**src/rtl/wptr_full_ctrl_pkg.sv**
```systemverilog
// rtl/wptr_full_ctrl_pkg.sv - shared Gray-code helpers and depth derivation for the FIFO pointer controllers
package wptr_full_ctrl_pkg;

    function automatic int depth_of(input int addr_bits);
        return 1 << addr_bits;
    endfunction

    function automatic logic [31:0] width_mask(input int width);
        return (width >= 32) ? 32'hFFFF_FFFF : ((32'd1 << width) - 32'd1);
    endfunction

    function automatic logic [31:0] bin2gray(input logic [31:0] b, input int width);
        logic [31:0] bm;
        bm = b & width_mask(width);
        return bm ^ (bm >> 1);
    endfunction

    function automatic logic [31:0] gray2bin(input logic [31:0] g, input int width);
        logic [31:0] gm;
        logic [31:0] b;
        gm = g & width_mask(width);
        b  = '0;
        for (int i = 0; i < 32; i++) begin
            b[i] = ^(gm >> i);
        end
        return b;
    endfunction

    // Gray value the write pointer holds when it is exactly one lap ahead of g.
    function automatic logic [31:0] gray_full_target(input logic [31:0] g, input int width);
        return (g ^ (32'd3 << (width - 2))) & width_mask(width);
    endfunction

endpackage

```
**src/rtl/wptr_full_ctrl_ptr_sync_2ff.sv**
```systemverilog
// rtl/wptr_full_ctrl_ptr_sync_2ff.sv - two-flop synchroniser for a Gray pointer crossing into the local clock
module ptr_sync_2ff #(
    parameter int WIDTH = 3
) (
    input  logic             clk_i,
    input  logic             rst_n_i,
    input  logic [WIDTH-1:0] d_i,
    output logic [WIDTH-1:0] q_o
);

    logic [WIDTH-1:0] q1_q;
    logic [WIDTH-1:0] q2_q;

    always_ff @(posedge clk_i) begin
        if (!rst_n_i) begin
            q1_q <= '0;
            q2_q <= '0;
        end else begin
            q1_q <= d_i;
            q2_q <= q1_q;
        end
    end

    assign q_o = q2_q;

endmodule

```
**src/rtl/wptr_full_ctrl.sv**
```systemverilog
// rtl/wptr_full_ctrl.sv - write-side pointer, full/almost-full, fill level and sticky overflow for the async FIFO
module wptr_full_ctrl
    import wptr_full_ctrl_pkg::*;
#(
    parameter int Address   = 2,
    parameter int AF_MARGIN = 1
) (
    input  logic             w_clk,
    input  logic             w_rst_n,
    input  logic             w_en,
    input  logic             ovf_clr,
    input  logic [Address:0] r_ptr_gray,
    output logic [Address:0] w_addr,
    output logic [Address:0] w_ptr_gray,
    output logic             full,
    output logic             almost_full,
    output logic [Address:0] w_level,
    output logic             overflow
);

    localparam int PW    = Address + 1;
    localparam int DEPTH = depth_of(Address);
    localparam logic [PW-1:0] AF_THRESH = PW'(DEPTH - AF_MARGIN);

    logic [PW-1:0] rq2;
    logic [PW-1:0] w_bin_q,  w_bin_d;
    logic [PW-1:0] w_gray_q, w_gray_d;
    logic [PW-1:0] level_q,  level_d;
    logic [PW-1:0] r_bin;
    logic          full_q,   full_d;
    logic          af_q,     af_d;
    logic          ovf_q,    ovf_d;
    logic          wr_ok;

    ptr_sync_2ff #(
        .WIDTH (PW)
    ) u_rptr_sync (
        .clk_i   (w_clk),
        .rst_n_i (w_rst_n),
        .d_i     (r_ptr_gray),
        .q_o     (rq2)
    );

    always_comb begin
        wr_ok    = w_en & ~full_q;
        w_bin_d  = w_bin_q + PW'(wr_ok);
        w_gray_d = PW'(bin2gray(32'(w_bin_d), PW));
        r_bin    = PW'(gray2bin(32'(rq2), PW));
        // Level uses the stale synchronised read pointer, so it can only over-report.
        level_d  = w_bin_d - r_bin;
        full_d   = (w_gray_d == PW'(gray_full_target(32'(rq2), PW)));
        af_d     = (level_d >= AF_THRESH);
        ovf_d    = (w_en & full_q) | (ovf_q & ~ovf_clr);
    end

    always_ff @(posedge w_clk) begin
        if (!w_rst_n) begin
            w_bin_q  <= '0;
            w_gray_q <= '0;
            level_q  <= '0;
            full_q   <= 1'b0;
            af_q     <= 1'b0;
            ovf_q    <= 1'b0;
        end else begin
            w_bin_q  <= w_bin_d;
            w_gray_q <= w_gray_d;
            level_q  <= level_d;
            full_q   <= full_d;
            af_q     <= af_d;
            ovf_q    <= ovf_d;
        end
    end

    assign w_addr      = w_bin_q;
    assign w_ptr_gray  = w_gray_q;
    assign full        = full_q;
    assign almost_full = af_q;
    assign w_level     = level_q;
    assign overflow    = ovf_q;

endmodule

```
**config.mk**
```make
export PLATFORM = sky130hd
export DESIGN_NAME = wptr_full_ctrl
export DESIGN_NICKNAME = d
export VERILOG_FILES = /design/src/rtl/wptr_full_ctrl_pkg.sv /design/src/rtl/wptr_full_ctrl_ptr_sync_2ff.sv /design/src/rtl/wptr_full_ctrl.sv
export SDC_FILE = /design/constraint.sdc
export NUM_CORES = 1
export LEC_CHECK = 0
export CORE_UTILIZATION = 40
export DETAILED_ROUTE_END_ITERATION = 8
export PLACE_DENSITY = 0.71
export SETUP_SLACK_MARGIN = 0.5
export SYNTH_ARGS = -nofsm -noshare
export SYNTH_HDL_FRONTEND = slang
export SYNTH_SLANG_ARGS = --single-unit
```
**constraint.sdc**
```tcl
create_clock -name w_clk -period 3.05 [get_ports w_clk]
set_clock_uncertainty 0.2 [all_clocks]
set_input_delay 0.7625 -clock w_clk [delete_from_list [all_inputs] [get_ports w_clk]]
set_output_delay 0.7625 -clock w_clk [all_outputs]
set_load 0.05 [all_outputs]
```
After elaboration in Yosys (flattened, before gate mapping)
Index checks and enable logic that the tools add are counted.
{"block": "word_totals", "reg_bits": 18, "out_inout_bits": 12}
{"block": "op_classes", "n_reduce_logical": 3, "n_lt_le_gt_ge": 1, "n_eq_ne": 1, "add_sub_neg": 2, "n_bitwise": 8}
{"cell": "$reduce_xor A32 Y1", "n": 3}
{"cell": "$add A3 B1 Y3", "n": 1}
{"cell": "$and A1 B1 Y1", "n": 3}
{"cell": "$eq A3 B3 Y1", "n": 1}
{"cell": "$ge A3 B2 Y1 const B", "n": 1}
{"cell": "$sub A3 B3 Y3", "n": 1}
{"cell": "$xor A3 B2 Y3", "n": 1}
{"cell": "$not A1 Y1", "n": 2}
{"cell": "$not A2 Y2", "n": 1}
{"cell": "$or A1 B1 Y1", "n": 1}

Logic depth before layout (Yosys ltp)
Gate-level depths: netlist of the first run.
{"block": "logic_depth", "ltp_word": 5, "ltp_mapped": 8, "depth_no_buf": 8}

Cells and area by module
From an unflattened synthesis of the first run, not the netlist that was laid out.
{"block": "unflattened", "hier_cells": 57, "hier_area_um2": 650.6}
{"module": "wptr_full_ctrl", "n_inst": 1, "area_per_inst_um2": 493.0, "cells_each": 45}
{"module": "ptr_sync_2ff", "n_inst": 1, "area_per_inst_um2": 157.7, "cells_each": 12}

Least setup slack after synthesis of the first run
Ideal clock, no wire load.
{"block": "synth_timing", "kind": "input -> register", "from": "input port w_en", "to": "register af_q, in the netlist almost_full", "slack_ps": 344, "path_stages": 8, "arrival_time_ps": 2391, "setup_time_ps": 115, "t_required_ps": 2735, "path_cell_list": "nor2b_1 > ha_1 > ha_1 > inv_1 > fa_1 > xor2_1 > xnor2_1 > o21a_1"}
{"block": "synth_between", "elab_chain_cells": 4}
{"element": "start: declaration", "line_no": "wptr_full_ctrl.sv:10", "rtl": "input logic w_en,"}
{"element": "$and A1 B1 Y1", "line_no": "wptr_full_ctrl.sv:45", "rtl": "wr_ok = w_en & ~full_q;"}
{"element": "$add A3 B1 Y3", "line_no": "wptr_full_ctrl.sv:46", "rtl": "w_bin_d = w_bin_q + PW'(wr_ok);"}
{"element": "via w_bin_d[1]", "line_no": "wptr_full_ctrl.sv:26", "rtl": "logic [PW-1:0] w_bin_q, w_bin_d;"}
{"element": "$sub A3 B3 Y3", "line_no": "wptr_full_ctrl.sv:50", "rtl": "level_d = w_bin_d - r_bin;"}
{"element": "$ge A3 B2 Y1", "line_no": "wptr_full_ctrl.sv:52", "rtl": "af_d = (level_d >= AF_THRESH);"}
{"element": "end signal: assignment", "line_no": "wptr_full_ctrl.sv:62", "rtl": "af_q <= 1'b0;"}
{"element": "end signal: assignment", "line_no": "wptr_full_ctrl.sv:69", "rtl": "af_q <= af_d;"}
{"element": "end: declaration", "line_no": "wptr_full_ctrl.sv:31", "rtl": "logic af_q, af_d;"}
The timed path passes the listed nets, and every way through them passes these cells.
A chain may end at the register's enable or synchronous reset.

Worst setup path after layout of the first run
Ends and elaborated chain as after synthesis.

==> results of run 1 <==
-- area by class of cell --
cell class	count	area, um^2
Timing Repair Buffer	19	186.4
Tap cell	16	20.02
Clock buffer	4	26.28
Fill cell	137	588.1
Multi-Input combinational cell	36	337.8
Sequential cell	17	340.3
Inverter	2	7.507
-- sequential cells by signal, summed over array words and instances (netlist names) --
signal	count
overflow	1
w_level	3
almost_full	1
w_addr	2
w_ptr_gray	3
u_rptr_sync.q_o	3
u_rptr_sync.q1_q	3
full	1
-- Yosys cell counts --
| cell | n |
|---|---|
| sky130_fd_sc_hd__dfxtp_1 | 17 |
| sky130_fd_sc_hd__and2_1 | 11 |
| sky130_fd_sc_hd__xor2_1 | 5 |
| sky130_fd_sc_hd__ha_1 | 3 |
| sky130_fd_sc_hd__nor2b_1 | 3 |
| sky130_fd_sc_hd__xnor2_1 | 3 |
| sky130_fd_sc_hd__inv_1 | 2 |
| sky130_fd_sc_hd__a21boi_0 | 1 |
| sky130_fd_sc_hd__and2b_2 | 1 |
| sky130_fd_sc_hd__and3_1 | 1 |
| sky130_fd_sc_hd__buf_4 | 1 |
| sky130_fd_sc_hd__clkbuf_1 | 1 |
| sky130_fd_sc_hd__fa_1 | 1 |
| sky130_fd_sc_hd__nand2_1 | 1 |
| sky130_fd_sc_hd__nand2b_1 | 1 |
| sky130_fd_sc_hd__nor2_1 | 1 |
| sky130_fd_sc_hd__nor3_1 | 1 |
| sky130_fd_sc_hd__o211a_1 | 1 |
| sky130_fd_sc_hd__o21a_1 | 1 |
| sky130_fd_sc_hd__xnor2_2 | 1 |
-- cell families (layout without fill, tap and decap cells) --
group | count (synthesis) | count (layout) | synth area share [%]
simple gates | 20 | 20 | 18.69
flops | 17 | 17 | 52.41
xor+xnor | 9 | 9 | 13.30
fa+ha+maj | 4 | 4 | 8.864
buf+inv | 4 | 25 | 2.890
compound gates | 3 | 3 | 3.854
-- power breakdown --
part | switching [mW] | leakage, nW | internal [mW]
Clock | 0.0643 | 0.0150 | 0.0507
Sequential | 0.00857 | 0.140 | 0.243
Combinational | 0.107 | 0.231 | 0.0803
-- placed cells by master (no fill, tap or decap), types with 2 or more instances in the layout --
cell and n:
sky130_fd_sc_hd__dfxtp_1 17, sky130_fd_sc_hd__clkdlybuf4s50_1 17, sky130_fd_sc_hd__and2_1 11, sky130_fd_sc_hd__xor2_1 5, sky130_fd_sc_hd__xnor2_1 3, sky130_fd_sc_hd__ha_4 3, sky130_fd_sc_hd__clkbuf_4 3, sky130_fd_sc_hd__inv_2 2
sky130_fd_sc_hd__nor2b_1 2
-- routing by layer --
| metal | up-vias | part of all wire, % | global-route usage, % |
|---|---|---|---|
| met5 | - | 0 | 0 |
| met4 | 0 | 1.5 | 11.25 |
| met3 | 2 | 3.6 | 6.466 |
| met2 | 12 | 52 | 21.54 |
| met1 | 208 | 43 | 15.75 |
| li1 | 220 | - | - |
-- worst register-to-register path, stage by stage (launching register included) --
cell and delay (ns):
sky130_fd_sc_hd__dfxtp_1 0.40, sky130_fd_sc_hd__xor2_1 0.30, sky130_fd_sc_hd__xor2_1 0.16, sky130_fd_sc_hd__ha_4 0.19, sky130_fd_sc_hd__fa_2 0.37, sky130_fd_sc_hd__xor2_1 0.15, sky130_fd_sc_hd__xnor2_1 0.14, sky130_fd_sc_hd__o21a_1 0.19
-- worst max-delay path by stage --
stage,startpoint,endpoint
5_1_grt,w_addr[0],w_addr[0]
3_3_place_gp,w_en,almost_full
4_1_cts,full,full
2_1_floorplan,w_en,almost_full
3_5_place_dp,w_en,almost_full
6_report,w_en,almost_full
-- through the flow --
stage | worst slack (ns) | utilization, % | cell area (um^2) | instances
global route | 0.5034 | 60.96 | 918.4 | 94
global placement | 0.04856 | 58.14 | 875.8 | 89
floorplan | 0.5106 | - | 686.9 | 57
finish | 0.5702 | 60.96 | 918.4 | 94
CTS | 0.5589 | 60.96 | 918.4 | 94
detailed placement | 0.01878 | 58.14 | 875.8 | 89
-- timing repair --
item,in CTS,in global routing
setup endpoints to repair,2,0
buffers inserted,1,0
gates resized for setup,2,0
==> impl_metrics.json, run 1 <==
{
  "reg2reg_slack_ns": 0.84,
  "timing.reg2reg.worst_path_depth": 7,
  "critical-path-max-stage-delay_ns": 0.37,
  "hp-start": "u_rptr_sync.q1_q[0]",
  "clock-root-buffer": "sky130_fd_sc_hd__clkbuf_4",
  "first_pass_grt_wire_length_um": 1731,
  "timing.max_cap.violations": 0,
  "antenna_violating_nets_post_route": 0,
  "rsz0062_at_grt": "false",
  "detail_route.first_pass.iterations": 2,
  "dieArea_mm2": 0.001788,
  "endpoint_of_the_lowest_slack_register_to_register_path": "almost_full",
  "detail_route.drc_violations": 0,
  "number_of_buffers_inserted_during_clock_tree_synthesis": 3,
  "ctsHtreeMaxLevel": 1,
  "yosysWarnings": 0,
  "ir_worst_vdd_v": 0.0002725,
  "routability_congestion": 0.7039,
  "synth_seq_cells": 17,
  "tightestPinTransition_ns": 0.5005,
  "worst-endpoint-arrival_ns": 2.46,
  "finalSetupTns_ns": 0,
  "worstPathCellList": "dlygate4sd2_1 -> nor2b_4 -> ha_4 -> inv_2 -> ha_4 -> fa_2 -> xor2_1 -> xnor2_1 -> o21a_1",
  "maximum_number_of_pins_on_one_net_before_global_route_repair": 18,
  "timing.max_slew.rel_slack_pct": 66.53,
  "path_buf_inv": 2,
  "route.detailed.vias_per_inst": 4.702,
  "design.core.area_mm2": 0.001506,
  "grt_remaining_overflow": 0,
  "timing.critical_path.to_type": "flip-flop",
  "post_synth_main_area_contributors": "sky130_fd_sc_hd__dfxtp_1 (52%), sky130_fd_sc_hd__and2_1 (11%), sky130_fd_sc_hd__xor2_1 (6.7%)",
  "floorplan.io_pins": 19,
  "via_count_of_the_first_global_routing_pass": 394,
  "clock_tree_from_tritoncts": "yes",
  "holdPathEnd": "u_rptr_sync.q_o[0]",
  "post_cts_hold_buffer_count": 0,
  "insertedDiodeCount": 0,
  "leading_area_contributor_after_synthesis": "sky130_fd_sc_hd__dfxtp_1",
  "worstSetupStartpointType": "input pin",
  "routed-via-count": 442,
  "report.final.hold_viol_count": 0,
  "clk_pin_slew_worst_paths_ns": 0.09,
  "timing.final.crit_period_ns": 2.480,
  "grt_antenna_before_repair": 0,
  "horizontal_extent_of_the_die_um": 42.29,
  "crit_fanout": 2,
  "groute.usage.overall_pct": 14.43,
  "crit_family": "adder cells",
  "synth_nets": 68,
  "power_leakage_nw": 0.3859,
  "synthesis.area_per_instance_um2": 11.39,
  "nNetsFinal": 90,
  "floorplan.initialDensity_pct": 43.11,
  "area.growth.synth_to_final_pct": 41.43,
  "synth_top_cell_area_share_pct": 52.41,
  "detailed_placement_wirelength_estimate_um": 724,
  "synthesis.instances": 57,
  "die_h_um": 42.29,
  "finalCritPeriodShare_pct": 81.31,
  "power_density_mw_per_mm2": 603.4,
  "critPathKind": "input pin to flip-flop",
  "crit_cells": 9,
  "total_power_mw": 0.5542,
  "outcome": "complete, no violations",
  "routedWlPerCell_um": 10.65,
  "max_clock_freq_mhz": 403.3,
  "setup_violations": 0,
  "finalMaxSlewViolations": 0,
  "fraction_of_final_layout_cells_sized_beyond_drive_strength_1_pct": 16.67,
  "critical_path_required_ns": 3.03,
  "critical_path.reg2reg.startpoint": "u_rptr_sync.q_o[2]",
  "cts.sink_count": 17,
  "most_prevalent_standard_cell_on_the_critical_path": "sky130_fd_sc_hd__ha_4",
  "routed_wirelength_um": 1001,
  "type_of_the_worst_min_delay_path": "flip-flop to flip-flop",
  "cpMaxStageDelayCell": "sky130_fd_sc_hd__fa_2",
  "synthDistinctLibCells": 20,
  "buffer_ports.inserted": 18,
  "timing.hold.worst_path_depth": 1,
  "drt_iter0_drc": 6,
  "synth_seq_area_share_pct": 52.41,
  "netlist_area_um2": 649.4,
  "cts.path.max_buffers": 2,
  "std_cell_rows": 14,
  "final_hold_slack_ns": 0.2372,
  "clk_latency_ns": 0.28
}
Power figures use the tool's default switching activity.
==> run 2: changes to the inputs <==
==> constraint.sdc (replaced) <==
create_clock -name w_clk -period 2.47 [get_ports w_clk]
set_clock_uncertainty 0.2 [all_clocks]
set_input_delay 0.6175 -clock w_clk [delete_from_list [all_inputs] [get_ports w_clk]]
set_output_delay 0.6175 -clock w_clk [all_outputs]
set_load 0.05 [all_outputs]
==> run 2 against run 1 <==
Against the previous run: combinational power rose by 16%; via count down 1.8%; register-to-register slack lost 0.45 ns; global-route usage is 1.8 points lower; cell count rose by 1.1%; critical path type unchanged; highest routed layer unchanged.
==> impl_metrics.json, run 2 (synthesis gave the netlist of run 1 again) <==
{
  "outcome": "complete, no violations",
  "nNetsFinal": 91,
  "clock-root-buffer": "sky130_fd_sc_hd__clkbuf_4",
  "cts.sink_count": 17,
  "detailedPlace.worstSlack_ns": -0.3152,
  "finalCritPeriodShare_pct": 86.75,
  "leading_cell_types_in_the_layout_fill_and_taps_excluded": "sky130_fd_sc_hd__dfxtp_1 (15), sky130_fd_sc_hd__and2_1 (11), sky130_fd_sc_hd__clkdlybuf4s50_1 (5), sky130_fd_sc_hd__clkdlybuf4s15_2 (5)",
  "detail_route.first_pass.iterations": 4,
  "crit_fanout": 2,
  "setup_violations": 0,
  "timing.max_cap.violations": 0,
  "floorplan.io_pins": 19,
  "detail_route.drc_violations": 0,
  "clk_pin_slew_worst_paths_ns": 0.09,
  "buffer_ports.inserted": 18,
  "area.growth.synth_to_final_pct": 44.70,
  "cts.path.max_buffers": 2,
  "routed-via-count": 434,
  "maximum_number_of_pins_on_one_net_before_global_route_repair": 18,
  "timing.max_slew.rel_slack_pct": 67.83,
  "detailed_placement_wirelength_estimate_um": 675.2,
  "clk_latency_ns": 0.28,
  "ir_worst_vdd_v": 0.0004420,
  "die_h_um": 42.29,
  "grt_remaining_overflow": 0,
  "design.core.area_mm2": 0.001506,
  "commonest_non_fill_non_tap_cell_in_the_layout": "sky130_fd_sc_hd__dfxtp_1",
  "hp-start": "u_rptr_sync.q1_q[1]",
  "critical-path-max-stage-delay_ns": 0.39,
  "worst-endpoint-arrival_ns": 2.13,
  "critical_path_required_ns": 2.45,
  "worstPathCellList": "buf_6 -> nor2b_4 -> ha_4 -> inv_2 -> ha_4 -> fa_2 -> xor2_2 -> xnor2_1 -> o21a_1",
  "drt_iter0_drc": 6,
  "setup_slack_ns": 0.3273,
  "dieArea_mm2": 0.001788,
  "type_of_the_worst_min_delay_path": "flip-flop to flip-flop",
  "std_cell_rows": 14,
  "finalMaxSlewViolations": 0,
  "routability_congestion": 0.7545,
  "routedWlPerCell_um": 9.295,
  "horizontal_extent_of_the_die_um": 42.29,
  "worstSetupStartpointType": "input pin",
  "first_pass_grt_wire_length_um": 1614,
  "timing.critical_path.to_type": "flip-flop",
  "via_count_of_the_first_global_routing_pass": 421,
  "route.detailed.vias_per_inst": 4.568,
  "groute.usage.overall_pct": 12.59,
  "max_clock_freq_mhz": 466.7,
  "filler_cell_count": 135,
  "insertedDiodeCount": 0,
  "post-cts-setup-buffer-count": 0,
  "power_density_mw_per_mm2": 716.7,
  "most_prevalent_standard_cell_on_the_critical_path": "sky130_fd_sc_hd__ha_4",
  "clock_tree_from_tritoncts": "yes",
  "antenna_violating_nets_post_route": 0,
  "power_leakage_nw": 0.4079,
  "critPathKind": "input pin to flip-flop",
  "crit_start": "w_en",
  "tightestPinTransition_ns": 0.4844,
  "fraction_of_final_layout_cells_sized_beyond_drive_strength_1_pct": 32.91,
  "finalSetupTns_ns": 0,
  "report.final.hold_viol_count": 0,
  "cpMaxStageDelayCell": "sky130_fd_sc_hd__fa_2",
  "critical_path.reg2reg.startpoint": "u_rptr_sync.q_o[2]",
  "ctsHtreeMaxLevel": 1,
  "routed_wirelength_um": 883,
  "rsz0062_at_grt": "true",
  "timing.final.crit_period_ns": 2.143,
  "number_of_buffers_inserted_during_clock_tree_synthesis": 3,
  "floorplan.initialDensity_pct": 43.11,
  "grt_antenna_before_repair": 0
}
run 2: cell count changes in the layout (fill, tap and decap cells not counted), moves of 2 or more:
cell and change:
sky130_fd_sc_hd__clkbuf_2 +2, sky130_fd_sc_hd__clkdlybuf4s15_1 +3, sky130_fd_sc_hd__clkdlybuf4s15_2 +5, sky130_fd_sc_hd__clkdlybuf4s50_1 -12, sky130_fd_sc_hd__dfxtp_1 -2, sky130_fd_sc_hd__dfxtp_2 +2
sky130_fd_sc_hd__xor2_1 -2, sky130_fd_sc_hd__xor2_2 +2
run 2: where the power goes:
| part | switching (mW) | internal, mW | leakage [nW] |
|---|---|---|---|
| combinational | 0.130 | 0.0886 | 0.252 |
| sequential | 0.0106 | 0.300 | 0.141 |
| clock | 0.0813 | 0.0627 | 0.0150 |
| total | 0.222 | 0.452 | 0.408 |
run 2: worst max-delay path: cells and delay by family:
kind / cells / cell delay (ns)
buffers and inverters: 2 / 0.13
and+or+nand+nor: 1 / 0.12
AOI/OAI and AO/OA: 1 / 0.17
xor gates and xnor gates: 2 / 0.29
adders and majority gates: 3 / 0.80
run 2: final cells by class:
| cell class | count | area [um^2] | share of cell area [%] |
|---|---|---|---|
| Inverter | 2 | 7.507 | 0.7989 |
| Multi-Input combinational cell | 36 | 352.8 | 37.55 |
| Clock buffer | 4 | 26.28 | 2.796 |
| Sequential cell | 17 | 342.8 | 36.48 |
| Timing Repair Buffer | 20 | 190.2 | 20.24 |
| Tap cell | 16 | 20.02 | 2.130 |
run 2: metrics by stage:
stage	utilization, %	total power [mW]	hold slack [ns]	instance area, um^2	instances
6_report	62.38	0.6735	0.2349	939.7	95
5_1_grt	62.38	0.7145	0.2642	939.7	95
4_1_cts	62.13	0.6780	0.2455	935.9	95
3_5_place_dp	59.88	0.5476	0.2223	902.1	91
3_3_place_gp	59.88	0.5450	0.2149	902.1	91
2_1_floorplan	-	0.4791	0.2119	698.2	57
run 2: repair_timing:
item | 4_1_cts | 5_1_grt
gates resized for setup | 29 | 8
hold buffers | 0 | 0
pin swaps | 5 | 4
endpoints found under the setup margin | 19 | 7
run 2: path summary, 6_finish.rpt:
check                        to  slack (ns)  depth (start not counted)
max                 almost_full        0.33                          9
min          u_rptr_sync.q_o[1]        0.23                          1
max reg2reg         almost_full        0.39                          7
min reg2reg  u_rptr_sync.q_o[1]        0.23                          1
run 2: layer usage:
metal | GRT usage (%) | part of all wire (%)
met3 | 3.879 | 5.3
met1 | 13.42 | 43
met2 | 19.69 | 49
met5 | 0 | 0
met4 | 11.25 | 1.9
